### config.mk
export PLATFORM = sky130hd
export DESIGN_NAME = cw305_prog_bridge
export DESIGN_NICKNAME = d
export VERILOG_FILES = /design/src/rtl/cw305_prog_bridge_pkg.sv /design/src/rtl/cw305_bit_sync.sv /design/src/rtl/cw305_prog_bridge.sv
export SDC_FILE = /design/constraint.sdc
export NUM_CORES = 1
export LEC_CHECK = 0
export ABC_CLOCK_PERIOD_IN_PS = 4400
export CAP_MARGIN = 20
export CORE_ASPECT_RATIO = 1.75
export CORE_MARGIN = 2
export CORE_UTILIZATION = 45
export DETAILED_ROUTE_END_ITERATION = 10
export GPL_ROUTABILITY_DRIVEN = 0
export PLACE_DENSITY_LB_ADDON = 0.25
export SKIP_CTS_REPAIR_TIMING = 1
export SLEW_MARGIN = 5
export SYNTH_ARGS = -nofsm -noshare
export SYNTH_HDL_FRONTEND = slang
export SYNTH_SLANG_ARGS = --single-unit
### constraint.sdc
create_clock -name crypto_clk -period 4.4 [get_ports crypto_clk]
set_input_delay 0.88 -clock crypto_clk [delete_from_list [all_inputs] [get_ports crypto_clk]]
set_output_delay 0.88 -clock crypto_clk [all_outputs]
set_load 0.1 [all_outputs]
### src/rtl/cw305_prog_bridge_pkg.sv
// Shared constants and FSM encoding for the CW305 USB programming bridge.
// Status bit positions match the register block's status byte.
package cw305_prog_bridge_pkg;

  localparam int unsigned STAT_PROG_EN        = 0;
  localparam int unsigned STAT_INSTR_VALID    = 1;
  localparam int unsigned STAT_NEW_ADDR_VALID = 2;

  localparam logic [3:0] OBI_BE_ALL = 4'hF;

  typedef enum logic [2:0] {
    ST_IDLE      = 3'd0,
    ST_ADDR_ACK  = 3'd1,
    ST_WR_REQ    = 3'd2,
    ST_WR_RESP   = 3'd3,
    ST_INSTR_ACK = 3'd4
  } state_e;

endpackage

### src/rtl/cw305_bit_sync.sv
// Single-bit multi-flop synchroniser with asynchronous active-high reset.
module cw305_bit_sync #(
  parameter int unsigned pSYNC_STAGES = 2
) (
  input  logic i_clk,
  input  logic i_rst,
  input  logic i_d,
  output logic o_q
);

  logic [pSYNC_STAGES-1:0] r_sync;

  always_ff @(posedge i_clk or posedge i_rst) begin
    if (i_rst) r_sync <= '0;
    else       r_sync <= {r_sync[pSYNC_STAGES-2:0], i_d};
  end

  assign o_q = r_sync[pSYNC_STAGES-1];

endmodule

### src/rtl/cw305_prog_bridge.sv
// Consumes USB-written address/instruction registers and writes each instruction
// into X-HEEP memory over an OBI master port, returning level clear strobes.
module cw305_prog_bridge
  import cw305_prog_bridge_pkg::*;
#(
  parameter int unsigned pINSTR_WIDTH = 32,
  parameter int unsigned pSYNC_STAGES = 2,
  parameter int unsigned pCNT_WIDTH   = 16
) (
  input  logic                    crypto_clk,
  input  logic                    reset_i,
  input  logic [7:0]              I_status,
  input  logic [pINSTR_WIDTH-1:0] I_instruction,
  input  logic [pINSTR_WIDTH-1:0] I_address,
  output logic                    O_reset_new_addr_valid,
  output logic                    O_reset_instr_valid,
  output logic                    O_obi_req,
  input  logic                    I_obi_gnt,
  output logic [pINSTR_WIDTH-1:0] O_obi_addr,
  output logic                    O_obi_we,
  output logic [3:0]              O_obi_be,
  output logic [pINSTR_WIDTH-1:0] O_obi_wdata,
  input  logic                    I_obi_rvalid,
  output logic                    O_busy,
  output logic [pCNT_WIDTH-1:0]   O_word_count
);

  logic w_s_en, w_s_iv, w_s_av;
  logic w_unused;

  state_e                  r_state, w_state_n;
  logic [pINSTR_WIDTH-1:0] r_ptr, w_ptr_n;
  logic [pCNT_WIDTH-1:0]   r_cnt, w_cnt_n;
  logic                    r_req, w_req_n;
  logic                    r_we, w_we_n;
  logic [3:0]              r_be, w_be_n;
  logic [pINSTR_WIDTH-1:0] r_addr, w_addr_n;
  logic [pINSTR_WIDTH-1:0] r_wdata, w_wdata_n;
  logic                    r_clr_av, w_clr_av_n;
  logic                    r_clr_iv, w_clr_iv_n;
  logic                    r_busy, w_busy_n;

  assign w_unused = ^{I_status[7:3], I_address[1:0]};

  cw305_bit_sync #(.pSYNC_STAGES(pSYNC_STAGES)) u_sync_en (
    .i_clk(crypto_clk), .i_rst(reset_i), .i_d(I_status[STAT_PROG_EN]), .o_q(w_s_en));
  cw305_bit_sync #(.pSYNC_STAGES(pSYNC_STAGES)) u_sync_iv (
    .i_clk(crypto_clk), .i_rst(reset_i), .i_d(I_status[STAT_INSTR_VALID]), .o_q(w_s_iv));
  cw305_bit_sync #(.pSYNC_STAGES(pSYNC_STAGES)) u_sync_av (
    .i_clk(crypto_clk), .i_rst(reset_i), .i_d(I_status[STAT_NEW_ADDR_VALID]), .o_q(w_s_av));

  // State and every output are flops; next values come from the block below.
  always_ff @(posedge crypto_clk or posedge reset_i) begin
    if (reset_i) begin
      r_state  <= ST_IDLE;
      r_ptr    <= '0;
      r_cnt    <= '0;
      r_req    <= 1'b0;
      r_we     <= 1'b0;
      r_be     <= '0;
      r_addr   <= '0;
      r_wdata  <= '0;
      r_clr_av <= 1'b1;
      r_clr_iv <= 1'b1;
      r_busy   <= 1'b0;
    end else begin
      r_state  <= w_state_n;
      r_ptr    <= w_ptr_n;
      r_cnt    <= w_cnt_n;
      r_req    <= w_req_n;
      r_we     <= w_we_n;
      r_be     <= w_be_n;
      r_addr   <= w_addr_n;
      r_wdata  <= w_wdata_n;
      r_clr_av <= w_clr_av_n;
      r_clr_iv <= w_clr_iv_n;
      r_busy   <= w_busy_n;
    end
  end

  always_comb begin
    w_state_n  = r_state;
    w_ptr_n    = r_ptr;
    w_cnt_n    = r_cnt;
    w_req_n    = r_req;
    w_we_n     = r_we;
    w_be_n     = r_be;
    w_addr_n   = r_addr;
    w_wdata_n  = r_wdata;
    w_clr_av_n = r_clr_av;
    w_clr_iv_n = r_clr_iv;

    case (r_state)
      ST_IDLE: begin
        if (w_s_en && w_s_av) begin
          w_state_n  = ST_ADDR_ACK;
          w_ptr_n    = {I_address[pINSTR_WIDTH-1:2], 2'b00};
          w_cnt_n    = '0;
          w_clr_av_n = 1'b0;
        end else if (w_s_en && w_s_iv) begin
          w_state_n = ST_WR_REQ;
          w_addr_n  = r_ptr;
          w_wdata_n = I_instruction;
          w_req_n   = 1'b1;
          w_we_n    = 1'b1;
          w_be_n    = OBI_BE_ALL;
        end
      end
      ST_ADDR_ACK: begin
        if (!w_s_av) begin
          w_clr_av_n = 1'b1;
          w_state_n  = ST_IDLE;
        end
      end
      ST_WR_REQ: begin
        if (I_obi_gnt) begin
          w_req_n = 1'b0;
          w_we_n  = 1'b0;
          w_be_n  = '0;
          // A same-cycle response skips the wait state.
          if (I_obi_rvalid) begin
            w_ptr_n    = r_ptr + pINSTR_WIDTH'(4);
            w_cnt_n    = r_cnt + pCNT_WIDTH'(1);
            w_clr_iv_n = 1'b0;
            w_state_n  = ST_INSTR_ACK;
          end else begin
            w_state_n = ST_WR_RESP;
          end
        end
      end
      ST_WR_RESP: begin
        if (I_obi_rvalid) begin
          w_ptr_n    = r_ptr + pINSTR_WIDTH'(4);
          w_cnt_n    = r_cnt + pCNT_WIDTH'(1);
          w_clr_iv_n = 1'b0;
          w_state_n  = ST_INSTR_ACK;
        end
      end
      ST_INSTR_ACK: begin
        if (!w_s_iv) begin
          w_clr_iv_n = 1'b1;
          w_state_n  = ST_IDLE;
        end
      end
      default: w_state_n = ST_IDLE;
    endcase

    w_busy_n = (w_state_n != ST_IDLE);
  end

  assign O_reset_new_addr_valid = r_clr_av;
  assign O_reset_instr_valid    = r_clr_iv;
  assign O_obi_req              = r_req;
  assign O_obi_we               = r_we;
  assign O_obi_be               = r_be;
  assign O_obi_addr             = r_addr;
  assign O_obi_wdata            = r_wdata;
  assign O_busy                 = r_busy;
  assign O_word_count           = r_cnt;

endmodule

Word level (Yosys, flattened, before mapping):

Index checks and enable logic that the tools add are counted.

* flip-flop bits (word level): 129
* bits of input ports: 76
* output and inout bits: 89
* word-level logic and storage cells: 70

* add/sub/neg operators: 2
* equal/unequal tests: 10
* mux-type cells: 31
* bitwise gates (word level): 1
* reductions and logical operators: 13

Operators with widths (number)
* 2-to-1 mux 32 bit: 3
* case mux 32 bit (3 select lines): 1
* 2-to-1 mux 16 bit: 3
* case mux 16 bit (3 select lines): 1
* adder 32 x 3 -> 32 bit, second input constant: 1
* 2-to-1 mux 3 bit: 7
* adder 16 x 1 -> 16 bit, second input constant: 1
* case mux 3 bit (5 select lines): 1
* 2-to-1 mux 4 bit: 3
* inequality test 2 bit, second input constant: 6
* AND reduction 3 bit: 4
* nonzero test 3 bit: 3
* 2-to-1 mux 1 bit: 8
* case mux 4 bit (2 select lines): 1
* == test 3 x 2 -> 1 bit, second input constant: 2
* case mux 1 bit (2 select lines): 2
* AND reduction 4 bit: 1
* nonzero test 2 bit: 2
* == test 3 x 1 -> 1 bit, second input constant: 1
* == test 3 bit, second input constant: 1
* logical NOT 3 bit: 1
* case mux 1 bit (3 select lines): 1
* logical AND 1 bit: 2
* inverter 1 bit: 1

Logic depth before layout (Yosys ltp):

* depth in word-level cells: 5
* gate-level depth with buffers: 8

Hierarchy:

Synthesis repeated with hierarchy kept, for this count alone.

* cells, all modules: 494
* area, all modules: 5690.5 sq um

By module, submodules not included
* cw305_prog_bridge: times used 1, cells each 485, area an instance 5529.1 sq um, seq. area each 2880.3 sq um
* cw305_bit_sync: times used 3, cells each 3, area an instance 53.8 sq um, seq. area each 50.0 sq um

Least setup slack after synthesis:

Ideal clock, no wire load.

* path kind: reg-to-reg
* start: reg r_cnt[4], in the netlist O_word_count[4]
* end: reg r_cnt[13], in the netlist O_word_count[13]
* arrival: 2.171 ns
* data required time: 4.279 ns
* slack: 2.108 ns
* stages on the path, launching flop included: 6
* period minus slack after synthesis: 2.292 ns
* cell sequence: dfrtp_1 nand4_1 or2_2 nor4_1 xnor2_1 nor2_1

* cells in the longest elaborated chain, start to end: 4

RTL lines
* start: declaration: RTL line cw305_prog_bridge.sv:33 `logic [pCNT_WIDTH-1:0] r_cnt, w_cnt_n;`
* start signal: assignment: RTL line cw305_prog_bridge.sv:69 `r_cnt <= w_cnt_n;`
* adder 16 x 1 -> 16 bit (*): RTL line cw305_prog_bridge.sv:123, cw305_prog_bridge.sv:134
* 2-to-1 mux 16 bit (*): RTL line cw305_prog_bridge.sv:121, cw305_prog_bridge.sv:132
* 2-to-1 mux 16 bit: RTL line cw305_prog_bridge.sv:116 `if (I_obi_gnt) begin`
* case mux 16 bit (3 select lines) (*): RTL line cw305_prog_bridge.sv:93 `case (r_state)`

Every way passes the cells marked *; elsewhere a longest branch is shown, timed or not. The select of a mux whose other input is x is not followed.
A chain may end at the register's enable or synchronous reset.

Final worst setup path:

* start: reg r_clr_av, in the netlist O_reset_new_addr_valid
* end: out O_reset_new_addr_valid

RTL lines
* start: declaration: RTL line cw305_prog_bridge.sv:39 `logic r_clr_av, w_clr_av_n;`
* start signal: assignment: RTL line cw305_prog_bridge.sv:75 `r_clr_av <= w_clr_av_n;`
* end: declaration: RTL line cw305_prog_bridge.sv:15 `output logic O_reset_new_addr_valid,`

No word-level cell between the ends.

==> summary.md <==
| Metric | Value |
|---|---|
| Vias | 4615 |
| Clock buffer depth | 2 |
| Ranking of synthesized cells by area | dfrtp_1 53%, mux2_2 12%, nand2_1 2.8% |
| Max Used Layer | met4 |
| H-tree levels | 4 |
| Final-stage net count | 729 |
| Die height | 152 um |
| Clock-pin slew on the worst setup and hold paths | 0.06 ns |
| DR WL met2 | 8.12 mm |
| Dpl ws | 1.15 ns |
| Final HPWL DP | 10.3 mm |
| Crit path DAT | 2.08 ns |
| Synthesized flop and latch total | 121 |
| Initial antenna violation count | 0 |
| Final setup fails | 0 |
| CP required | 3.52 ns |
| Worst skew pair latency | 0.41 ns |
| Met3 WL | 796 um |
| Min cycle time layout | 2.96 ns |
| Post-synthesis xor/xnor area fraction | 1.88% |
| Final slew viol count | 0 |
| Crit. End Element | output pin |
| Worst setup SP type | register |
| Final Hold Fails | 0 |
| Asr flop ratio synth | 100% |
| Die W | 88.4 um |
| I/O Pins | 165 |
| Most used DFF post-synth | dfrtp_1 |
| CTS tree | yes |
| Grt ovf | 0 |
| Post-route ant nets | 0 |
| Row cnt | 54 |
| Number of port buffers | 155 |
| Adder-cell share of the synthesized area | 0.447% |
| Share of layout cells above drive strength 1 | 17.2% |
| Max-slew headroom | 31.6% |
| Total Wirelength | 14.8 mm |
| Remaining DRCs | 0 |
| Hold WC Path Type | reg -> reg |
| CTS Sinks | 121 |
| Worst Hold Launch | u_sync_iv.r_sync[0] |
| First drt pass iteration count | 5 |
| Worst Max-Slew Pin Slew | 1.02 ns |
| Reg2reg start | r_state[1] |
| Status | finished, final reports clean |
| Post-synthesis mux area share | 13.7% |
| CORE AREA | 12300 um2 |
| Fraction of the mapped netlist area in simple logic gates | 16.2% |
| N_diodes | 0 |
| Critical path's slowest cell | clkdlybuf4s50_1 |
| Vias per Instance | 5.55 |
| Max incr delay on CP | 1.13 ns |
| Root Buffer | clkbuf_16 |
| Peak Freq | 338 MHz |
| Starting DRT DRC Count | 297 |
| R2R depth | 4 |
| Synth top area share | 53.1% |
| Mapped Area | 5600 um2 |
| All-Layer GR Usage | 23.0% |
| CP top delay family | buffers and inverters |
| Initial Util | 45.6% |
| Met1 wire length | 5.47 mm |
| Die Area | 13400 um2 |
| Synth Area in Compound Gates | 9.85% |
| Critical path cell sequence | clkdlybuf4s50_1 |
| Hold endpoint | u_sync_iv.r_sync[1] |
| Hold Path Cell Cnt | 0 |
| Crit share post-route | 67.3% |
| CTS buffer count | 17 |
| FF-to-FF setup slack | 1.90 ns |
| Synth Warn # | 0 |
| Worst setup margin | 1.44 ns |
| EDFF count, synth | 0 |
| Synth cell types | 57 |
| Largest family of logic cells by synthesized area | simple AND/OR/NAND/NOR gates |
| CP bufs+invs | 1 |
| Setup CP Type | reg -> out |
| Fin Setup TNS | 0 ns |
| Max FO, Critical Path | 3 |
| Area delta synth->final | 40.7% |
| Synth area leader | dfrtp_1 |
| RSZ-0062 raised after global routing | false |
| Cells after Synth | 506 |
| Sequential-to-total area share from yosys stat | 54.1% |
| Reg-to-reg endpoint | r_ptr[21] |
| First-pass GRT wire length | 23.7 mm |
| Vias in the first global route | 4752 |
| Syn avg cell area | 11.1 um2 |
| Largest net degree at the start of global routing | 72 |
| Max Cap Viol | 0 |
| Final Skew | 0.00700 ns |
| Wire per inst | 17.8 um |
-- flip-flops by register name (all words and copies together) (netlist names) --
| register | count |
|---|---|
| O_busy | 1 |
| O_obi_addr | 30 |
| O_obi_be | 1 |
| O_obi_wdata | 32 |
| O_reset_instr_valid | 1 |
| O_reset_new_addr_valid | 1 |
| O_word_count | 16 |
| r_ptr | 30 |
| r_state | 3 |
| u_sync_av.r_sync | 2 |
| u_sync_en.r_sync | 2 |
| u_sync_iv.r_sync | 2 |
-- routing by layer --
metal  vias to the layer above  track usage [%]
li1                       2123                -
met1                      2274             25.9
met2                       187             41.0
met3                        31             5.09
met4                         0             9.92
met5                         -                0
-- cell usage in the layout, fill, tap and decap left out, types with 4 or more instances in the layout --
cell type | netlist | final
a21oi_1 | 18 | 18
a31oi_1 | 5 | 5
a32oi_1 | 5 | 5
and3_1 | 8 | 8
and4_1 | 6 | 6
buf_4 | 8 | 5
bufinv_16 | 0 | 4
clkbuf_16 | 0 | 17
clkdlybuf4s50_1 | 0 | 155
clkinv_2 | 0 | 4
dfrtp_1 | 119 | 119
inv_1 | 7 | 6
mux2_2 | 61 | 61
mux2i_1 | 8 | 8
nand2_1 | 42 | 41
nand3_1 | 22 | 22
nand4_1 | 18 | 18
nor2_1 | 41 | 40
nor3_1 | 13 | 13
o21ai_0 | 21 | 21
o22ai_1 | 6 | 6
or3_1 | 4 | 4
xnor2_1 | 4 | 4
xor2_1 | 8 | 8
-- layout make-up --
cell class,instances,area [um2]
Clock inverter,12,171
Tap cell,168,210
Fill cell,1031,4410
Clock buffer,20,467
Sequential cell,121,3030
Timing Repair Buffer,161,1610
Inverter,7,28.8
Multi-Input combinational cell,343,2370
-- per-stage QoR --
stage / hold slack, ns / utilization (%) / cell area, um2 / std cells
6_report: 0.344 / 64.1 / 7890 / 832
5_1_grt: 0.355 / 64.1 / 7890 / 832
4_1_cts: 0.348 / 64.1 / 7890 / 832
3_5_place_dp: 0.336 / 59.0 / 7250 / 800
3_3_place_gp: 0.333 / 59.0 / 7250 / 800
2_1_floorplan: 0.331 / - / 5610 / 507
-- cells in the mapped netlist (3+ instances only) --
master	count
dfrtp_1	119
nand3_1	22
nor2_1	41
inv_1	7
o21ai_0	21
mux2i_1	8
a221o_1	3
and3_1	8
a32oi_1	5
clkbuf_1	12
buf_4	8
nand2_1	42
a22oi_1	3
nand4_1	18
or3_1	4
a21oi_1	18
xor2_1	8
xnor2_1	4
nand2b_1	3
o22ai_1	6
nor3_1	13
o22a_1	3
buf_2	15
a31oi_1	5
o211ai_1	3
and4_1	6
mux2_2	61
-- how the worst max path moves through the flow --
stage / startpoint / endpoint / cells after the start
after floorplan: reset_i / O_busy / 1
after global placement: I_obi_gnt / O_word_count[15] / 6
after detailed placement: I_obi_gnt / O_word_count[14] / 6
after CTS: O_reset_new_addr_valid / O_reset_new_addr_valid / 1
after global routing: O_reset_new_addr_valid / O_reset_new_addr_valid / 1
final: O_reset_new_addr_valid / O_reset_new_addr_valid / 1
-- cell families (layout without fill, tap and decap cells) --
group,count (synthesis),after routing
flip-flops,121,121
AND/OR/NAND/NOR,175,175
buffers and inverters,43,200
adder cells (fa/ha/maj),2,2
multiplexers,69,69
XOR/XNOR,12,12
other,1,2
AO/OA/AOI/OAI,83,83
Power is left out: the tool's default activity adds up to more than one toggle a clock period on the data nets, which glitch-free logic cannot reach.
